<file path="config.mk">
export PLATFORM = sky130hd
export DESIGN_NAME = alu_seq
export DESIGN_NICKNAME = d
export VERILOG_FILES = /design/src/rtl/alu_pkg.sv /design/src/rtl/alu_mul_iter.sv /design/src/rtl/alu_seq.sv
export SDC_FILE = /design/constraint.sdc
export NUM_CORES = 1
export LEC_CHECK = 0
export ABC_CLOCK_PERIOD_IN_PS = 2800
export CAP_MARGIN = 20
export CORE_ASPECT_RATIO = 0.7
export CORE_UTILIZATION = 55
export CTS_BUF_LIST = sky130_fd_sc_hd__clkbuf_2
export CTS_CLUSTER_DIAMETER = 120
export DETAILED_ROUTE_END_ITERATION = 8
export PLACE_DENSITY = 0.77
export SYNTH_ARGS = -nofsm -noshare
export SYNTH_HDL_FRONTEND = slang
export SYNTH_SLANG_ARGS = --single-unit
</file>
<file path="constraint.sdc">
create_clock -name clk -period 2.8 [get_ports clk]
set_input_delay 0.42 -clock clk [delete_from_list [all_inputs] [get_ports clk]]
set_output_delay 0.42 -clock clk [all_outputs]
set_load 0.02 [all_outputs]
</file>
<file path="src/rtl/alu_pkg.sv">
// rtl/alu_pkg.sv - shared opcode, state and flag types for the sequential ALU
package alu_pkg;

    typedef enum logic [2:0] {
        OP_ADD = 3'b000,
        OP_SUB = 3'b001,
        OP_AND = 3'b010,
        OP_OR  = 3'b011,
        OP_SLT = 3'b100,
        OP_SLL = 3'b101,
        OP_SRL = 3'b110,
        OP_MUL = 3'b111
    } op_t;

    typedef enum logic [1:0] {
        S_IDLE = 2'd0,
        S_MUL  = 2'd1,
        S_HOLD = 2'd2
    } state_t;

    typedef struct packed {
        logic zero;
        logic carry;
        logic overflow;
        logic negative;
    } flags_t;

    // Width-independent flag derivation: callers pass only the sign bits,
    // the zero test of the final result and the raw carry/borrow/high-half bit.
    function automatic flags_t calc_flags(
        input op_t  op,
        input logic a_msb,
        input logic b_msb,
        input logic res_msb,
        input logic res_zero,
        input logic carry_ext
    );
        flags_t f;
        f.zero     = res_zero;
        f.negative = res_msb;
        f.carry    = 1'b0;
        f.overflow = 1'b0;
        case (op)
            OP_ADD: begin
                f.carry    = carry_ext;
                f.overflow = (a_msb == b_msb) && (res_msb != a_msb);
            end
            OP_SUB: begin
                f.carry    = carry_ext;
                f.overflow = (a_msb != b_msb) && (res_msb != a_msb);
            end
            OP_MUL:  f.carry = carry_ext;
            default: ;
        endcase
        return f;
    endfunction

endpackage

</file>
<file path="src/rtl/alu_mul_iter.sv">
// rtl/alu_mul_iter.sv - iterative shift-add multiplier, one multiplier bit per cycle
module alu_mul_iter #(
    parameter int WIDTH = 8
) (
    input  logic               clk,
    input  logic               rst_n,
    input  logic               start,
    input  logic [WIDTH-1:0]   a,
    input  logic [WIDTH-1:0]   b,
    output logic               done,
    output logic [2*WIDTH-1:0] product
);

    localparam int CW = $clog2(WIDTH + 1);

    logic [2*WIDTH-1:0] mcand;
    logic [2*WIDTH-1:0] acc;
    logic [2*WIDTH-1:0] acc_next;
    logic [WIDTH-1:0]   mplier;
    logic [CW-1:0]      cnt;

    // done and product look ahead one step so the caller can latch the final
    // product on the same edge that performs the last iteration.
    assign acc_next = mplier[0] ? (acc + mcand) : acc;
    assign done     = (cnt == CW'(1));
    assign product  = acc_next;

    // Load operands on start, then shift and accumulate until the count expires.
    always_ff @(posedge clk or negedge rst_n) begin
        if (!rst_n) begin
            mcand  <= '0;
            acc    <= '0;
            mplier <= '0;
            cnt    <= '0;
        end else if (start) begin
            mcand  <= {{WIDTH{1'b0}}, a};
            acc    <= '0;
            mplier <= b;
            cnt    <= CW'(WIDTH);
        end else if (cnt != '0) begin
            acc    <= acc_next;
            mcand  <= mcand << 1;
            mplier <= mplier >> 1;
            cnt    <= cnt - CW'(1);
        end
    end

endmodule

</file>
<file path="src/rtl/alu_seq.sv">
// rtl/alu_seq.sv - registered ALU with handshakes, flags and iterative multiply
module alu_seq
    import alu_pkg::*;
#(
    parameter  int WIDTH = 8,
    localparam int SHW   = $clog2(WIDTH)
) (
    input  logic             clk,
    input  logic             rst_n,
    input  logic             in_valid,
    output logic             in_ready,
    input  logic [2:0]       op,
    input  logic [WIDTH-1:0] a,
    input  logic [WIDTH-1:0] b,
    output logic             out_valid,
    input  logic             out_ready,
    output logic [WIDTH-1:0] result,
    output logic             zero,
    output logic             carry,
    output logic             overflow,
    output logic             negative,
    output logic             busy
);

    localparam logic [WIDTH-1:0] W_LIM = WIDTH[WIDTH-1:0];

    state_t             state;
    state_t             state_next;
    op_t                op_in;
    logic               ready_int;
    logic               accept;
    logic               mul_start;
    logic               mul_done;
    logic [2*WIDTH-1:0] mul_product;
    logic [WIDTH:0]     sum_ext;
    logic [WIDTH:0]     diff_ext;
    logic [WIDTH-1:0]   alu_res;
    logic               alu_cout;
    flags_t             alu_flags;
    flags_t             mul_flags;
    flags_t             flags_q;

    assign op_in     = op_t'(op);
    assign mul_start = accept && (op_in == OP_MUL);
    assign in_ready  = rst_n && ready_int;
    assign out_valid = (state == S_HOLD);
    assign busy      = (state == S_MUL);
    assign zero      = flags_q.zero;
    assign carry     = flags_q.carry;
    assign overflow  = flags_q.overflow;
    assign negative  = flags_q.negative;

    alu_mul_iter #(.WIDTH(WIDTH)) u_mul (
        .clk     (clk),
        .rst_n   (rst_n),
        .start   (mul_start),
        .a       (a),
        .b       (b),
        .done    (mul_done),
        .product (mul_product)
    );

    // Single-cycle datapath evaluated on the live operands at the accept edge.
    always_comb begin
        sum_ext  = {1'b0, a} + {1'b0, b};
        diff_ext = {1'b0, a} - {1'b0, b};
        alu_res  = '0;
        alu_cout = 1'b0;
        case (op_in)
            OP_ADD: begin
                alu_res  = sum_ext[WIDTH-1:0];
                alu_cout = sum_ext[WIDTH];
            end
            OP_SUB: begin
                alu_res  = diff_ext[WIDTH-1:0];
                alu_cout = diff_ext[WIDTH];
            end
            OP_AND:  alu_res = a & b;
            OP_OR:   alu_res = a | b;
            OP_SLT:  alu_res = {{(WIDTH-1){1'b0}}, ($signed(a) < $signed(b))};
            OP_SLL:  alu_res = (b < W_LIM) ? (a << b[SHW-1:0]) : '0;
            OP_SRL:  alu_res = (b < W_LIM) ? (a >> b[SHW-1:0]) : '0;
            default: ;
        endcase
        alu_flags = calc_flags(op_in, a[WIDTH-1], b[WIDTH-1], alu_res[WIDTH-1],
                               (alu_res == '0), alu_cout);
        mul_flags = calc_flags(OP_MUL, 1'b0, 1'b0, mul_product[WIDTH-1],
                               (mul_product[WIDTH-1:0] == '0),
                               (|mul_product[2*WIDTH-1:WIDTH]));
    end

    // State register.
    always_ff @(posedge clk or negedge rst_n) begin
        if (!rst_n) state <= S_IDLE;
        else        state <= state_next;
    end

    // Handshake and next-state decode; HOLD can accept on the draining edge.
    always_comb begin
        state_next = state;
        ready_int  = 1'b0;
        case (state)
            S_IDLE:  ready_int = 1'b1;
            S_HOLD:  ready_int = out_ready;
            default: ready_int = 1'b0;
        endcase
        accept = in_valid && ready_int;
        case (state)
            S_IDLE: if (accept) state_next = (op_in == OP_MUL) ? S_MUL : S_HOLD;
            S_MUL:  if (mul_done) state_next = S_HOLD;
            S_HOLD: begin
                if (accept)         state_next = (op_in == OP_MUL) ? S_MUL : S_HOLD;
                else if (out_ready) state_next = S_IDLE;
            end
            default: state_next = S_IDLE;
        endcase
    end

    // Output registers: written on a single-cycle accept or on multiply completion.
    always_ff @(posedge clk or negedge rst_n) begin
        if (!rst_n) begin
            result  <= '0;
            flags_q <= '0;
        end else if (accept && (op_in != OP_MUL)) begin
            result  <= alu_res;
            flags_q <= alu_flags;
        end else if ((state == S_MUL) && mul_done) begin
            result  <= mul_product[WIDTH-1:0];
            flags_q <= mul_flags;
        end
    end

endmodule

</file>
==> results.sh <==
export IMPL_final_antenna_net_count=0
export IMPL_ys_types=60
export IMPL_dpl_cell_area_mm2=0.00600
export IMPL_maxCapViolCount=0
export IMPL_synth_edf_count=0
export IMPL_syn_area_mm2=0.00496
export IMPL_track_usage=0.315
export IMPL_routed_wl_um=14500
export IMPL_hold_viol=0
export IMPL_setup_viol=0
export IMPL_start_kind="input port"
export IMPL_final_cells=811
export IMPL_syn_area_per_cell_um2=8.53
export IMPL_cts_root_buffer="clkbuf_2"
export IMPL_synthTopCellsByArea="dfrtp_1 (29%), ha_1 (12%), nand2_1 (5.4%)"
export IMPL_max_slew_margin=0.304
export IMPL_finalPower_w=0.00473
export IMPL_crit_type="input port to flip-flop"
export IMPL_fin_area_mm2=0.00623
export IMPL_fillCellCount=662
export IMPL_core_area_mm2=0.00862
export IMPL_syn_inst=582
export IMPL_fp_dieH_um=81.5
export IMPL_holdBufCountCts=0
export IMPL_required_ps=3280
export IMPL_rows=28
export IMPL_leakagePower_nw=2.90
export IMPL_grt_pass1_vias=4277
export IMPL_first_pass_iters=8
export IMPL_vdd_ir_drop_max_uv=574
export IMPL_reg2reg_depth=10
export IMPL_io_buffers=37
export IMPL_initial_utilization=0.576
export IMPL_num_vias=4963
export IMPL_dp_hpwl_um=10900
export IMPL_finalWeightedCongestion=0.965
export IMPL_ctsHtreeMaxLevel=3
export IMPL_drtIter0Drc=516
export IMPL_slew_violations=0
export IMPL_nets=758
export IMPL_n_antenna_cell=0
export IMPL_vias_per_cell=6.12
export IMPL_cellPowerDensity_mw_per_mm2=760
export IMPL_grt_pass1_wl_um=22400
export IMPL_yosys_warnings=0
export IMPL_grt_max_degree=58
export IMPL_yosysTopAreaCellShare=0.287
export IMPL_layout_setup_ws_ps=37.4
export IMPL_cts_tree="built"
export IMPL_die_area_mm2=0.00941
export IMPL_skew_ps=19.8
export IMPL_worst_pin_slew_ps=1040
export IMPL_run_status="complete, no violations"
export IMPL_post_place_cells=793
export IMPL_hold_slack_ps=87.9
export IMPL_hold_path_class="input port to async pin"
export IMPL_antenna_found_initial=1
export IMPL_area_delta_synth_final_pct=25.5
export IMPL_grt_overflow_total=0
export IMPL_clk_pin_slew_ps=170
export IMPL_ys_flop_type="dfrtp_1"
export IMPL_pre_cts_ws_ps=-646
export IMPL_finalCritPeriodShare=0.987
export IMPL_yosysSeqAreaShare=0.287
export IMPL_ios=38
export IMPL_cts_path_max_buffers=2
export IMPL_worst_path_max_fanout=7
export IMPL_wl_per_cell_um=17.9
export IMPL_syn_nets=654
export IMPL_synthArstFlopShare=1.00
export IMPL_dieWidth_um=116
export IMPL_drive_above_1_share=0.181
export IMPL_timing_fmax_mhz=362
export IMPL_ys_ff_latch=57
export IMPL_setup_worst_path_end_class="flip-flop"
export IMPL_synth_top_area_cell="dfrtp_1"
export IMPL_insertion_delay_ps=550
export IMPL_clock_sinks=57
export IMPL_cts_made_buffers=9
export IMPL_min_period_ps=2760
export IMPL_cp_arrival_ps=3240
export IMPL_drc=0
==> layout make-up <==
class,count,area [um2],share of cell area
clock buffers,10,50.0,0.00803
clock inverters,6,106,0.0171
inverters,34,128,0.0205
multi-input cells,460,3340,0.536
flip-flops and latches,57,1430,0.229
well taps,120,150,0.0241
repair buffers,124,1030,0.165
==> power by group <==
part,internal (W),total (W),switching [W]
clock,0.000384,0.000724,0.000340
sequential,0.00110,0.00140,0.000300
combinational,0.00122,0.00261,0.00139
==> final timing paths <==
check	startpoint	slack, ps	end
worst max-delay path	a[1]	40	zero
worst min register to register	overflow	500	overflow
max in group asynchronous	rst_n	2230	u_mul.mcand[7]
worst max register to register	u_mul.acc[0]	130	carry
min in group clk	a[0]	410	u_mul.mcand[0]
worst min-delay path	rst_n	90	u_mul.acc[7]
==> worst max-delay path, cell delays in order <==
cell and delay, ps:
clkdlybuf4s50_1 430, buf_4 180, fa_1 480, mux4_2 480, a32oi_2 230, o311a_1 210, o2111ai_1 90, or4_1 500
o31ai_2 220
==> sequential cells by signal, summed over array words and instances, names as in the netlist <==
| signal | count |
|---|---|
| state | 2 |
| u_mul.acc | 16 |
| carry | 1 |
| u_mul.mcand | 16 |
| u_mul.cnt | 4 |
| u_mul.mplier | 8 |
| overflow | 1 |
| result | 8 |
| zero | 1 |
==> per-stage QoR <==
stage,TNS (ps),utilization
6_report,0,0.723
5_1_grt,-16.4,0.723
4_1_cts,0,0.717
3_5_place_dp,-2550,0.697
3_3_place_gp,-2040,0.697
2_1_floorplan,0,-
==> cell usage after synthesis (11+ instances only) <==
cell      number
a211oi_1      19
a21oi_1       34
clkbuf_1      21
dfrtp_1       57
ha_1          46
inv_1         34
mux2i_1       26
nand2_1       72
nand3_1       18
nor2_1        47
nor3_1        11
o21ai_0       46
xnor2_1       18
==> cell usage in the layout, fill, tap and decap left out, types with 4 or more instances in the layout <==
master            n
xnor2_1          18
mux4_2            4
nor3_1           11
a21o_1            8
clkbuf_2         10
nor2_1           46
nor2b_1           9
clkdlybuf4s50_1  34
ha_1             46
a221o_1           5
or3_1             4
a31oi_1           8
o211ai_1          8
and2_1            6
o21ai_0          45
mux4_1            6
and3_1            4
buf_4            86
nand3_1          18
a21oi_1          33
a211oi_1         18
inv_1            33
dfrtp_1          57
mux2i_1          26
nand2_1          72
==> cells by family after synthesis <==
kind of cell	count (synthesis)	synth area share
adder cells (fa/ha/maj)	49	0.128
flip-flops	57	0.287
multiplexers	37	0.105
XOR/XNOR	21	0.0371
AO/OA/AOI/OAI	169	0.224
buffers and inverters	65	0.0524
AND/OR/NAND/NOR	184	0.166
==> what timing repair did <==
action                                  4_1_cts  5_1_grt
cloned                                        0        0
pin swaps                                     2        3
gates resized for setup                       5       10
setup buffers                                 1        1
endpoints found under the setup margin        2        4
==> layer usage <==
layer  vias to the layer above  GRT usage  wire length [um]
met5                         -          0                 0
met4                         0     0.0519               141
met3                        24      0.100              1660
met2                       261      0.439              5980
met1                      2359      0.477              6760
li1                       2319          -                 -
Power figures use the tool's default switching activity.
